`src/rtl/instr_encoder_if.sv`:
```
// Field/word handshake bundle for instr_encoder: decoded fields in, packed word out.
`timescale 1ns/1ps
interface instr_encoder_if;
  logic        iValid;
  logic        oReady;
  logic [2:0]  iFormat;
  logic [10:0] iOpcode;
  logic [4:0]  iRd;
  logic [4:0]  iRn;
  logic [4:0]  iRm;
  logic [5:0]  iShamt;
  logic [63:0] iImm;
  logic        oValid;
  logic        iReady;
  logic [31:0] oInstr;
  logic [63:0] oAddr;
  logic        oError;
  logic [1:0]  oErrCode;

  modport slave (
    input  iValid, iFormat, iOpcode, iRd, iRn, iRm, iShamt, iImm, iReady,
    output oReady, oValid, oInstr, oAddr, oError, oErrCode
  );

  modport master (
    output iValid, iFormat, iOpcode, iRd, iRn, iRm, iShamt, iImm, iReady,
    input  oReady, oValid, oInstr, oAddr, oError, oErrCode
  );
endinterface

```
`src/rtl/instr_encoder.sv`:
```
// LEGv8 field encoder: range/alignment-checks an immediate, packs a 32-bit
// instruction word and emits it with a sequential instruction-memory address.
`timescale 1ns/1ps
module instr_encoder #(
  parameter logic [63:0] BASE_ADDR = 64'h0
) (
  input  logic             iCLK,
  input  logic             iRST,
  input  logic             iClear,
  instr_encoder_if.slave   bus
);

  typedef enum logic [1:0] {IDLE, CHECK, EMIT} state_e;
  typedef enum logic [2:0] {FMT_R, FMT_I, FMT_D, FMT_B, FMT_CB, FMT_IW} fmt_e;
  typedef enum logic [1:0] {ERR_NONE, ERR_RANGE, ERR_ALIGN, ERR_FORMAT} err_e;

  state_e      state;
  logic        ready_q;
  logic        valid_q;
  logic [31:0] instr_q;
  logic        error_q;
  logic [1:0]  code_q;
  logic [63:0] addr_q;
  logic        clr_pend;

  logic [2:0]  fmt_q;
  logic [10:0] opc_q;
  logic [4:0]  rd_q;
  logic [4:0]  rn_q;
  logic [4:0]  rm_q;
  logic [5:0]  shamt_q;
  logic [63:0] imm_q;

  logic [31:0] word_c;
  err_e        code_c;
  logic        fits_i, fits_d, fits_b, fits_cb, fits_iw, aligned;

  // A value fits a signed field when every bit above the field's sign bit matches it.
  always_comb begin
    fits_i  = ~|imm_q[63:12];
    fits_iw = ~|imm_q[63:16];
    fits_d  = (&imm_q[63:8])  | (~|imm_q[63:8]);
    fits_b  = (&imm_q[63:27]) | (~|imm_q[63:27]);
    fits_cb = (&imm_q[63:20]) | (~|imm_q[63:20]);
    aligned = ~|imm_q[1:0];
  end

  always_comb begin
    word_c = '0;
    code_c = ERR_NONE;
    case (fmt_q)
      FMT_R: begin
        word_c = {opc_q, rm_q, shamt_q, rn_q, rd_q};
      end
      FMT_I: begin
        word_c = {opc_q[10:1], imm_q[11:0], rn_q, rd_q};
        if (!fits_i) code_c = ERR_RANGE;
      end
      FMT_D: begin
        word_c = {opc_q, imm_q[8:0], 2'b00, rn_q, rd_q};
        if (!fits_d) code_c = ERR_RANGE;
      end
      FMT_B: begin
        word_c = {opc_q[10:5], imm_q[27:2]};
        if (!aligned)     code_c = ERR_ALIGN;
        else if (!fits_b) code_c = ERR_RANGE;
      end
      FMT_CB: begin
        word_c = {opc_q[10:3], imm_q[20:2], rd_q};
        if (!aligned)      code_c = ERR_ALIGN;
        else if (!fits_cb) code_c = ERR_RANGE;
      end
      FMT_IW: begin
        word_c = {opc_q[10:2], shamt_q[1:0], imm_q[15:0], rd_q};
        if (!fits_iw) code_c = ERR_RANGE;
      end
      default: code_c = ERR_FORMAT;
    endcase
    if (code_c != ERR_NONE) word_c = '0;
  end

  always_ff @(posedge iCLK or posedge iRST) begin
    if (iRST) begin
      state    <= IDLE;
      ready_q  <= 1'b1;
      valid_q  <= 1'b0;
      instr_q  <= '0;
      error_q  <= 1'b0;
      code_q   <= '0;
      addr_q   <= BASE_ADDR;
      clr_pend <= 1'b0;
      fmt_q    <= '0;
      opc_q    <= '0;
      rd_q     <= '0;
      rn_q     <= '0;
      rm_q     <= '0;
      shamt_q  <= '0;
      imm_q    <= '0;
    end else begin
      case (state)
        IDLE: begin
          if (iClear) addr_q <= BASE_ADDR;
          if (bus.iValid) begin
            fmt_q   <= bus.iFormat;
            opc_q   <= bus.iOpcode;
            rd_q    <= bus.iRd;
            rn_q    <= bus.iRn;
            rm_q    <= bus.iRm;
            shamt_q <= bus.iShamt;
            imm_q   <= bus.iImm;
            ready_q <= 1'b0;
            state   <= CHECK;
          end
        end
        CHECK: begin
          if (iClear) addr_q <= BASE_ADDR;
          instr_q <= word_c;
          error_q <= (code_c != ERR_NONE);
          code_q  <= code_c;
          valid_q <= 1'b1;
          state   <= EMIT;
        end
        EMIT: begin
          // oAddr must stay put while the word is offered, so a clear seen
          // here is remembered and applied at handshake instead of the +4.
          if (bus.iReady) begin
            if (iClear || clr_pend) addr_q <= BASE_ADDR;
            else if (!error_q)      addr_q <= addr_q + 64'd4;
            clr_pend <= 1'b0;
            valid_q  <= 1'b0;
            ready_q  <= 1'b1;
            state    <= IDLE;
          end else if (iClear) begin
            clr_pend <= 1'b1;
          end
        end
        default: begin
          state   <= IDLE;
          ready_q <= 1'b1;
          valid_q <= 1'b0;
        end
      endcase
    end
  end

  assign bus.oReady   = ready_q;
  assign bus.oValid   = valid_q;
  assign bus.oInstr   = instr_q;
  assign bus.oAddr    = addr_q;
  assign bus.oError   = error_q;
  assign bus.oErrCode = code_q;

endmodule
```
`src/flat_wrapper.sv`:
```
// flat-port wrapper written by rule: the top's interface ports become plain ports
module instr_encoder_flat 
#(
  parameter logic [63:0] BASE_ADDR = 64'h0
)
  (iCLK, iRST, iClear, bus_iValid, bus_iFormat, bus_iOpcode, bus_iRd, bus_iRn, bus_iRm, bus_iShamt, bus_iImm, bus_iReady, bus_oReady, bus_oValid, bus_oInstr, bus_oAddr, bus_oError, bus_oErrCode);
  instr_encoder_if bus_i ();
  input  logic iCLK;
  input  logic iRST;
  input  logic iClear;
  input wire logic [$bits(bus_i.iValid)-1:0] bus_iValid;
  input wire logic [$bits(bus_i.iFormat)-1:0] bus_iFormat;
  input wire logic [$bits(bus_i.iOpcode)-1:0] bus_iOpcode;
  input wire logic [$bits(bus_i.iRd)-1:0] bus_iRd;
  input wire logic [$bits(bus_i.iRn)-1:0] bus_iRn;
  input wire logic [$bits(bus_i.iRm)-1:0] bus_iRm;
  input wire logic [$bits(bus_i.iShamt)-1:0] bus_iShamt;
  input wire logic [$bits(bus_i.iImm)-1:0] bus_iImm;
  input wire logic [$bits(bus_i.iReady)-1:0] bus_iReady;
  output wire logic [$bits(bus_i.oReady)-1:0] bus_oReady;
  output wire logic [$bits(bus_i.oValid)-1:0] bus_oValid;
  output wire logic [$bits(bus_i.oInstr)-1:0] bus_oInstr;
  output wire logic [$bits(bus_i.oAddr)-1:0] bus_oAddr;
  output wire logic [$bits(bus_i.oError)-1:0] bus_oError;
  output wire logic [$bits(bus_i.oErrCode)-1:0] bus_oErrCode;
  assign bus_i.iValid = bus_iValid;
  assign bus_i.iFormat = bus_iFormat;
  assign bus_i.iOpcode = bus_iOpcode;
  assign bus_i.iRd = bus_iRd;
  assign bus_i.iRn = bus_iRn;
  assign bus_i.iRm = bus_iRm;
  assign bus_i.iShamt = bus_iShamt;
  assign bus_i.iImm = bus_iImm;
  assign bus_i.iReady = bus_iReady;
  assign bus_oReady = bus_i.oReady;
  assign bus_oValid = bus_i.oValid;
  assign bus_oInstr = bus_i.oInstr;
  assign bus_oAddr = bus_i.oAddr;
  assign bus_oError = bus_i.oError;
  assign bus_oErrCode = bus_i.oErrCode;
  instr_encoder #(.BASE_ADDR(BASE_ADDR)) u_core (.iCLK(iCLK), .iRST(iRST), .iClear(iClear), .bus(bus_i));
endmodule
```
`config.mk`:
```
export PLATFORM = sky130hd
export DESIGN_NAME = instr_encoder_flat
export DESIGN_NICKNAME = d
export VERILOG_FILES = /design/src/rtl/instr_encoder_if.sv /design/src/rtl/instr_encoder.sv /design/src/flat_wrapper.sv
export SDC_FILE = /design/constraint.sdc
export NUM_CORES = 1
export LEC_CHECK = 0
export ABC_CLOCK_PERIOD_IN_PS = 7200
export BUFFER_PORTS_ARGS = -buffer_cell sky130_fd_sc_hd__buf_2
export CELL_PAD_IN_SITES_DETAIL_PLACEMENT = 1
export CELL_PAD_IN_SITES_GLOBAL_PLACEMENT = 1
export CORE_MARGIN = 3
export CORE_UTILIZATION = 43
export DETAILED_ROUTE_END_ITERATION = 12
export PLACE_DENSITY = 0.86
export SETUP_SLACK_MARGIN = 0.1
export SYNTH_ARGS = -nofsm -noshare
export SYNTH_HDL_FRONTEND = slang
export SYNTH_SLANG_ARGS = --single-unit
export TNS_END_PERCENT = 20
```
`constraint.sdc`:
```
create_clock -name iCLK -period 7.2 [get_ports iCLK]
set_input_delay 0.72 -clock iCLK [delete_from_list [all_inputs] [get_ports iCLK]]
set_output_delay 0.72 -clock iCLK [all_outputs]
set_load 0.05 [all_outputs]
```
==> impl_metrics.yaml, run 1 <==
run_status:
  status: "finished clean"
synthesis:
  synthArstFlopShare: 1.000
  synth_common_cells: "200 x dfrtp_1, 93 x mux2_2, 93 x nand2_1"
  netlist_area_um2: 9739
  synthCells: 907
  yosysUniqueCellTypes: 56
  synthFlopType: "dfrtp_1"
  synth_most_common_cell: "dfrtp_1"
  synth_seq_cells: 201
  synth_top_area_frac: 0.5139
  synthTopCellsByArea: "dfrtp_1 51%, mux2_2 11%, o31ai_2 3.7%"
  yosysTopAreaCell: "dfrtp_1"
  synth_edf_count: 0
  seq_area_frac_synth: 0.5166
  postSynthAreaPerCell_um2: 10.74
  ys_warn_count: 0
sta:
  whs_ps: 429.1
  rsz0062_at_grt: "false"
  setup_tns_ps: 0
  fmax_ghz: 0.2512
  hold_violations: 0
  skew_ps: 15.38
  timing.final.crit_share: 0.5529
  report.final.slew_viol_count: 0
  setup-violations-final: 0
  relSlewSlack: 0.1393
  layout_min_cycle_time_ps: 3981
  tightest_slew_ps: 1286
finish:
  nets: 1193
  fin_util: 0.5340
  syn_to_final_growth_pct: 20.76
  drive_gt1_frac: 0.3451
cts:
  clk_pin_slew_ps: 60
  ctsHtreeMaxLevel: 1
  cts-root-buf: "clkbuf_16"
  cts_num_sinks: 201
  cts_hold_buf: 0
  post-cts-setup-buffer-count: 0
  clock_latency_ps: 510
  cts_tree: "done"
  cts_buffers: 23
  cts_buffer_depth: 3
  cts-resized-gates: 0
worst_setup_path:
  r2r_slack_ps: 3220
  arrival_ps: 4320
  critPathMaxFanout: 32
  worstReg2RegEnd: "u_core.bus.oInstr[24]"
  reg2reg_depth: 6
  r2r-start: "u_core.fmt_q[1]"
  criticalPathCategory: "flip-flop to flip-flop"
  startpoint_type: "flip-flop"
  end_kind: "flip-flop"
  cp.required_ps: 7540
global_routing:
  overflow: 0
  grt_usage: 0.2301
  grt_pass1_wl_um: 45150
  grt_pass1_vias: 8268
  grt_start_max_net_pins: 146
  antenna_found_initial: 3
detailed_routing:
  viasPerCell: 5.773
  post_drt_wl_per_cell_um: 20.58
  dr.pass1.iters: 7
  dr_total_vias: 7995
  drc: 0
  detail-route-antenna-nets: 0
  finalWirelength_um: 28510
  drtIter0Drc: 838
place:
  place_hpwl_um: 20290
  port_buffers: 202
  gp_congestion: 0.8991
floorplan:
  initial_core_util: 0.4422
  ios: 205
  rows: 54
  core_um2: 22030
  die_w_um: 156.5
  die-area_um2: 24490
  fp.dieH_um: 156.5
run:
  drv_cap: 0
power:
  power_density_nw_per_um2: 437.4
  cellLeakagePower_nw: 5.317
  irDropWorstVdd_mv: 0.2371
worst_hold_path:
  hold_class: "input pin to async pin"
## logic make-up after synthesis
logic type / after synthesis / share of synthesized area
XOR/XNOR: 51 / 0.04586
AND/OR/NAND/NOR: 327 / 0.1657
flip-flops: 201 / 0.5166
other: 1 / 0.0003850
adder cells (fa/ha/maj): 1 / 0.001284
multiplexers: 105 / 0.1224
AO/OA/AOI/OAI: 147 / 0.1154
buffers and inverters: 74 / 0.03237
## cell usage in the layout (no fill, tap or decap), types with 26 or more instances in the layout
cell type  instances
buf_2            202
dfrtp_1          200
nand2_1           93
mux2_2            93
nor2_1            78
nand4_1           43
xor2_1            37
o21ai_0           33
a21oi_1           32
nand3_1           32
o31ai_2           29
nor4_1            26
## through the flow
stage                     worst slack, ps  cell area [um^2]  instances  power [W]
after floorplan                     999.3              9743        908   0.003318
after global placement               3458             10960       1343   0.003826
after detailed placement             3379             10960       1343   0.003913
after CTS                            3305             11760       1384   0.005159
after global routing                 2937             11760       1385   0.005422
final                                3219             11760       1385   0.005144
## worst max-delay path: stages, from the launching register on
cell and delay [ps]:
dfrtp_1 800, inv_1 420, nor2_1 1080, a21oi_1 150, and4bb_1 360, or3b_2 810
o31ai_1 170
## routing by layer
metal	up-vias	global-route usage	share of wire
met5	-	0	0.00095
met4	4	0.06461	0.026
met3	57	0.03733	0.061
met2	278	0.3782	0.48
met1	4011	0.3175	0.43
li1	3645	-	-
## state kept, by name (all words and copies together), names as in the netlist
name / cells
u_core.bus.oValid: 1
u_core.bus.oInstr: 32
u_core.imm_q: 64
u_core.clr_pend: 1
u_core.bus.oErrCode: 2
u_core.rm_q: 5
u_core.opc_q: 11
u_core.fmt_q: 3
u_core.state: 2
u_core.bus.oError: 1
u_core.bus.oReady: 1
u_core.bus.oAddr: 62
u_core.rn_q: 5
u_core.rd_q: 5
u_core.shamt_q: 6
## worst max-delay path by stage
stage          slack (ps)       startpoint               endpoint
2_1_floorplan        1000             iRST   u_core.bus.oAddr[10]
4_1_cts              3300  u_core.fmt_q[1]  u_core.bus.oInstr[24]
6_report             3220  u_core.fmt_q[1]  u_core.bus.oInstr[24]
3_3_place_gp         3460  u_core.fmt_q[1]      u_core.bus.oError
5_1_grt              2940  u_core.fmt_q[1]      u_core.bus.oError
3_5_place_dp         3380  u_core.fmt_q[1]      u_core.bus.oError
## power by group
| group | switching (W) | total, W | internal [W] |
|---|---|---|---|
| clock | 0.000465 | 0.00122 | 0.000759 |
| combinational | 0.00126 | 0.00197 | 0.000717 |
| sequential | 0.000425 | 0.00195 | 0.00152 |
| total | 0.00215 | 0.00514 | 0.00300 |
## area by class of cell
type,count,area [um^2]
Antenna cell,1,2.502
Tap cell,280,350.3
Inverter,18,75.07
Fill cell,2475,10260
Clock buffer,36,724.4
Multi-Input combinational cell,633,4420
Timing Repair Buffer,211,1079
Clock inverter,5,78.83
Sequential cell,201,5031
Note: power is estimated with default switching activity, not from simulation.
==> run 2, diff against run 1 <==
ABC_AREA = 1   (was unset)
ABC_CLOCK_PERIOD_IN_PS = 3600   (was 7200)
CORE_UTILIZATION = 37   (was 43)
PLACE_DENSITY = 0.82   (was 0.86)
clock period = 3.6 ns   (was 7.2 ns; I/O delays follow)
==> run 2 against run 1 <==
Against the previous run: first-iteration DRC count shrank 26%; clock power grew 99%; final cell count grew 47%.
==> impl_metrics.yaml, run 2 <==
floorplan:
  die_w_um: 176.8
  die-area_um2: 31240
  core_um2: 28240
  fp.dieH_um: 176.8
  rows: 61
  initial_core_util: 0.3820
  ios: 205
finish:
  stdcell_count: 2031
  fin_util: 0.4599
  antenna_cells: 0
  nets: 1740
  drive_gt1_frac: 0.1978
  syn_to_final_growth_pct: 20.38
  layout_common_cells: "479 x nand2_1, 202 x buf_2, 200 x dfrtp_1, 157 x nor2_1, 115 x inv_1"
  n_fill_cell: 3637
  regMostFlops: "u_core.imm_q"
  final_common_cell: "nand2_1"
  largest_reg_flops: 64
power:
  irDropWorstVdd_mv: 0.6849
  cellLeakagePower_nw: 6.201
  power_density_nw_per_um2: 780.8
detailed_routing:
  route.met3.wl_um: 1873
  highest_layer: "met4"
  dr.pass1.iters: 5
  met2_length_um: 18310
  drtIter0Drc: 620
  drc: 0
  viasPerCell: 5.271
  post_drt_wl_per_cell_um: 18.44
  finalWirelength_um: 37450
  detail-route-antenna-nets: 0
  wl_met1_um: 16010
  dr_total_vias: 10710
worst_setup_path:
  arrival_ps: 3100
  r2r-start: "u_core.state[0]"
  cp.required_ps: 3980
  critPathMaxFanout: 32
  criticalPathCategory: "flip-flop to flip-flop"
  startpoint_type: "flip-flop"
  worstReg2RegEnd: "u_core.bus.oAddr[28]"
  reg2reg_depth: 12
  r2r_slack_ps: 880
  end_kind: "flip-flop"
synthesis:
  synth_seq_cells: 201
  synth_common_cells: "480 x nand2_1, 200 x dfrtp_1, 157 x nor2_1"
  synth_top_area_frac: 0.4639
  postSynthAreaPerCell_um2: 7.471
  seq_area_frac_synth: 0.4664
  synth_edf_count: 0
  synth_most_common_cell: "nand2_1"
  ys_warn_count: 0
  synthTopCellsByArea: "dfrtp_1 46%, nand2_1 17%, nor2_1 5.5%"
  yosysTopAreaCell: "dfrtp_1"
  synthFlopType: "dfrtp_1"
  netlist_area_um2: 10790
  synthCells: 1444
  yosysUniqueCellTypes: 51
  synthArstFlopShare: 1.000
worst_hold_path:
  hold_depth: 3
  hold-path-endpoint: "u_core.rm_q[3]"
  min_from: "bus_iRm[3]"
  hold_class: "input pin to flip-flop"
place:
  place_inst: 1984
  place_hpwl_um: 27600
  gp_congestion: 0.9263
  port_buffers: 202
cts:
  cts_buffers: 24
  cts_buffer_depth: 3
  cts_num_sinks: 201
  cts-resized-gates: 0
  cts_tree: "done"
  clock_latency_ps: 530
  cts-root-buf: "clkbuf_16"
  clk_pin_slew_ps: 60
  ctsHtreeMaxLevel: 1
global_routing:
  overflow: 0
  grt_usage: 0.2370
  antenna_found_initial: 0
  grt_pass1_wl_um: 59640
  grt_pass1_vias: 11330
  grt_start_max_net_pins: 73
sta:
  hold_violations: 0
  setup_tns_ps: 0
  report.final.slew_viol_count: 0
  setup-violations-final: 0
  skew_ps: 15.57
  timing.final.crit_share: 0.7559
  tightest_slew_ps: 916.9
  layout_min_cycle_time_ps: 2721
  rsz0062_at_grt: "false"
  relSlewSlack: 0.3887
  whs_ps: 16.53
  fmax_ghz: 0.3675
run_status:
  status: "finished clean"
run:
  drv_cap: 0
run 2: changes by cell type after synthesis, moves of 29 or more:
cell,change
o21ai_0,+60
nor2_1,+78
o31ai_2,-29
inv_1,+100
mux2_2,-93
nand2_1,+387
run 2: worst max path at each step:
stage	startpoint	to	slack, ps	cells after the start
final	u_core.state[0]	u_core.bus.oAddr[28]	880	12
after CTS	u_core.state[0]	u_core.bus.oAddr[28]	880	12
after floorplan	iRST	u_core.bus.oAddr[10]	640	1
after detailed placement	u_core.state[0]	u_core.bus.oAddr[28]	910	12
after global routing	u_core.state[0]	u_core.bus.oAddr[28]	600	12
after global placement	u_core.state[0]	u_core.bus.oAddr[28]	1080	12
run 2: repair_timing:
item / 4_1_cts / 5_1_grt
endpoints found under the hold margin: 3 / 0
hold buffers: 3 / 0
setup buffers: 0 / 0
run 2: area by class of cell:
class,count,area (um^2),share of cell area
tap,378,473.0,0.03642
sequential,201,5031,0.3874
timing repair buffer,216,1161,0.08941
multi-input combinational,1064,5050,0.3889
clock inverter,11,101.3,0.007804
clock buffer,33,684.4,0.05270
inverter,128,485.5,0.03738
run 2: cells by family (layout without fill, tap and decap cells):
logic type | after synthesis | in the layout | share of synthesized area
XOR/XNOR | 18 | 18 | 0.01461
AO/OA/AOI/OAI | 216 | 216 | 0.1200
flip-flops | 201 | 201 | 0.4664
AND/OR/NAND/NOR | 827 | 827 | 0.3309
adder cells (fa/ha/maj) | 1 | 1 | 0.001160
buffers and inverters | 180 | 388 | 0.06657
other | 1 | 2 | 0.0003476
run 2: power by group:
group          switching, W  leakage (nW)  internal, W
Combinational       0.00298          3.23      0.00103
Clock               0.00102         0.390      0.00141
Sequential         0.000666          2.58      0.00303
Total               0.00467          6.20      0.00547
run 2: per-layer routing:
metal,track usage,up-vias
li1,-,5079
met1,0.3013,5244
met2,0.4178,296
met3,0.03110,87
met4,0.07758,0
met5,0,-
run 2: critical path: stages (launching register included):
cell and delay, ps:
dfrtp_1 380, inv_1 150, nand2_2 120, inv_2 170, nand2_1 100, nand2_2 100
nand2_4 200, inv_2 520, nand3_2 220, nor2_2 210, nand2_1 110, nor3_1 190
nor3_1 90
run 2: metrics by stage:
stage	power, W	cell area [um^2]	worst slack [ps]
global placement	0.007553	12170	1084
finish	0.01014	12990	878.8
floorplan	0.006507	10800	638.5
detailed placement	0.007704	12170	912.3
global route	0.01081	12990	600.3
CTS	0.01021	12990	882.6
==> run 3, diff against run 2 <==
ABC_CLOCK_PERIOD_IN_PS = 2500   (was 3600)
clock period = 2.5 ns   (was 3.6 ns; I/O delays follow)
==> run 3 against run 2 <==
Against the previous run: cell area increased by 7.9%; fmax increased by 19%; sequential power up 46%; total power grew 48%; largest power group unchanged; clock skew fell by 4.6 ps; worst setup slack worse by 670 ps; count of clock-buffer cells in the layout rose by 2; combinational power up 55%.
==> impl_metrics.yaml, run 3 (synthesized netlist as in run 2, its figures left out) <==
cts:
  cts-root-buf: "clkbuf_16"
  clk_pin_slew_ps: 60
  post-cts-setup-buffer-count: 0
  clock_latency_ps: 530
  ctsHtreeMaxLevel: 1
  cts-resized-gates: 0
  cts_buffers: 24
  cts_num_sinks: 201
  cts_tree: "done"
  cts_buffer_depth: 3
detailed_routing:
  detail-route-antenna-nets: 0
  viasPerCell: 5.354
  finalWirelength_um: 42800
  dr.pass1.iters: 5
  dr_total_vias: 11440
  drtIter0Drc: 735
  post_drt_wl_per_cell_um: 20.04
  drc: 0
sta:
  whs_ps: 5.251
  setup-violations-final: 0
  timing.final.crit_share: 0.9156
  fmax_ghz: 0.4369
  rsz0062_at_grt: "true"
  layout_setup_ws_ps: 211.0
  tightest_slew_ps: 761.3
  layout_min_cycle_time_ps: 2289
  report.final.slew_viol_count: 0
  relSlewSlack: 0.4925
  skew_ps: 10.92
  hold_violations: 0
place:
  port_buffers: 202
  place_ws_ps: 310.2
  place_hpwl_um: 28650
  gp_congestion: 0.9029
finish:
  layout_common_cells: "479 x nand2_1, 202 x buf_2, 200 x dfrtp_1, 157 x nor2_1, 115 x inv_1"
  final_common_cell: "nand2_1"
  drive_gt1_frac: 0.1887
  nets: 1845
  syn_to_final_growth_pct: 29.91
  n_fill_cell: 3572
  fin_util: 0.4963
  regMostFlops: "u_core.imm_q"
  largest_reg_flops: 64
worst_setup_path:
  end_kind: "flip-flop"
  slowest_delay_ps: 430
  cp.required_ps: 2940
  cp_cell_sequence: "nor2_1 > nand2_1 > nor2_1 > nand2_1 > nor2_1 > nand2_1 > nand2_1 > nand3_1 > nor2_4 > nand3_4 > a21oi_2"
  critPathTopFamily: "simple AND/OR/NAND/NOR gates"
  crit_slowest_cell: "dfrtp_1"
  arrival_ps: 2730
  startpoint_type: "flip-flop"
  path_buf_inv: 0
  crit_path_frequent_cell: "nand2_1"
  critPathMaxFanout: 25
  criticalPathCategory: "flip-flop to flip-flop"
floorplan:
  initial_core_util: 0.3820
  die-area_um2: 31240
  fp.dieH_um: 176.8
  ios: 205
  die_w_um: 176.8
  rows: 61
  core_um2: 28240
power:
  irDropWorstVdd_mv: 0.8767
  cellLeakagePower_nw: 6.635
  power_density_nw_per_um2: 1069
  finalPower_w: 0.01498
run:
  drv_cap: 0
global_routing:
  grt_usage: 0.2741
  grt_pass1_vias: 12620
  grt_pass1_wl_um: 68240
  overflow: 0
  grt_start_max_net_pins: 73
  antenna_found_initial: 4
run_status:
  status: "finished clean"
worst_hold_path:
  hold_class: "input pin to flip-flop"
run 3: power by group:
group          total, W  switching, W  internal (W)
sequential      0.00537       0.00101       0.00436
clock           0.00339       0.00143       0.00196
combinational   0.00622       0.00454       0.00168
run 3: metrics by stage:
step | area, um^2 | instances | TNS (ps)
6_report | 14010 | 2136 | 0
5_1_grt | 14010 | 2136 | 0
3_3_place_gp | 12280 | 1993 | 0
2_1_floorplan | 10800 | 1445 | -70300
3_5_place_dp | 12280 | 1993 | 0
4_1_cts | 14000 | 2132 | 0
run 3: final timing paths:
check / cells past startpoint / to / slack (ps) / from
min in group asynchronous: 3 / u_core.imm_q[35] / 260 / iRST
worst max register to register: 11 / u_core.bus.oInstr[20] / 210 / u_core.imm_q[40]
worst min-delay path: 3 / u_core.opc_q[5] / 5 / bus_iOpcode[5]
worst min register to register: 2 / u_core.bus.oInstr[30] / 480 / u_core.bus.oInstr[30]
max in group asynchronous: 4 / u_core.bus.oAddr[63] / 1570 / iRST
worst max-delay path: 11 / u_core.bus.oInstr[20] / 210 / u_core.imm_q[40]
run 3: area by class of cell:
type                            count  area (um^2)  area share
Inverter                          128        485.5     0.03464
Antenna cell                        4        10.01   0.0007142
Multi-Input combinational cell   1064         5050      0.3603
Timing Repair Buffer              321         2227      0.1589
Clock buffer                       35        713.2     0.05089
Clock inverter                      5        25.02    0.001786
Tap cell                          378        473.0     0.03375
Sequential cell                   201         5031      0.3590
run 3: routing by layer:
metal  GRT usage  vias up  routed length, um
met5           0        -                  0
met4      0.1064        0               1759
met3     0.03904      113               2035
met2      0.4995      394              21880
met1      0.3259     5639              17130
li1            -     5290                  -
run 3: worst min-delay path: stages:
cell and delay (ps):
buf_2 130, nand2_1 60, nand2_1 50
run 3: timing repair:
item                       4_1_cts  5_1_grt
hold buffers                    99        0
setup endpoints to repair        0        8
hold endpoints to repair       104        0
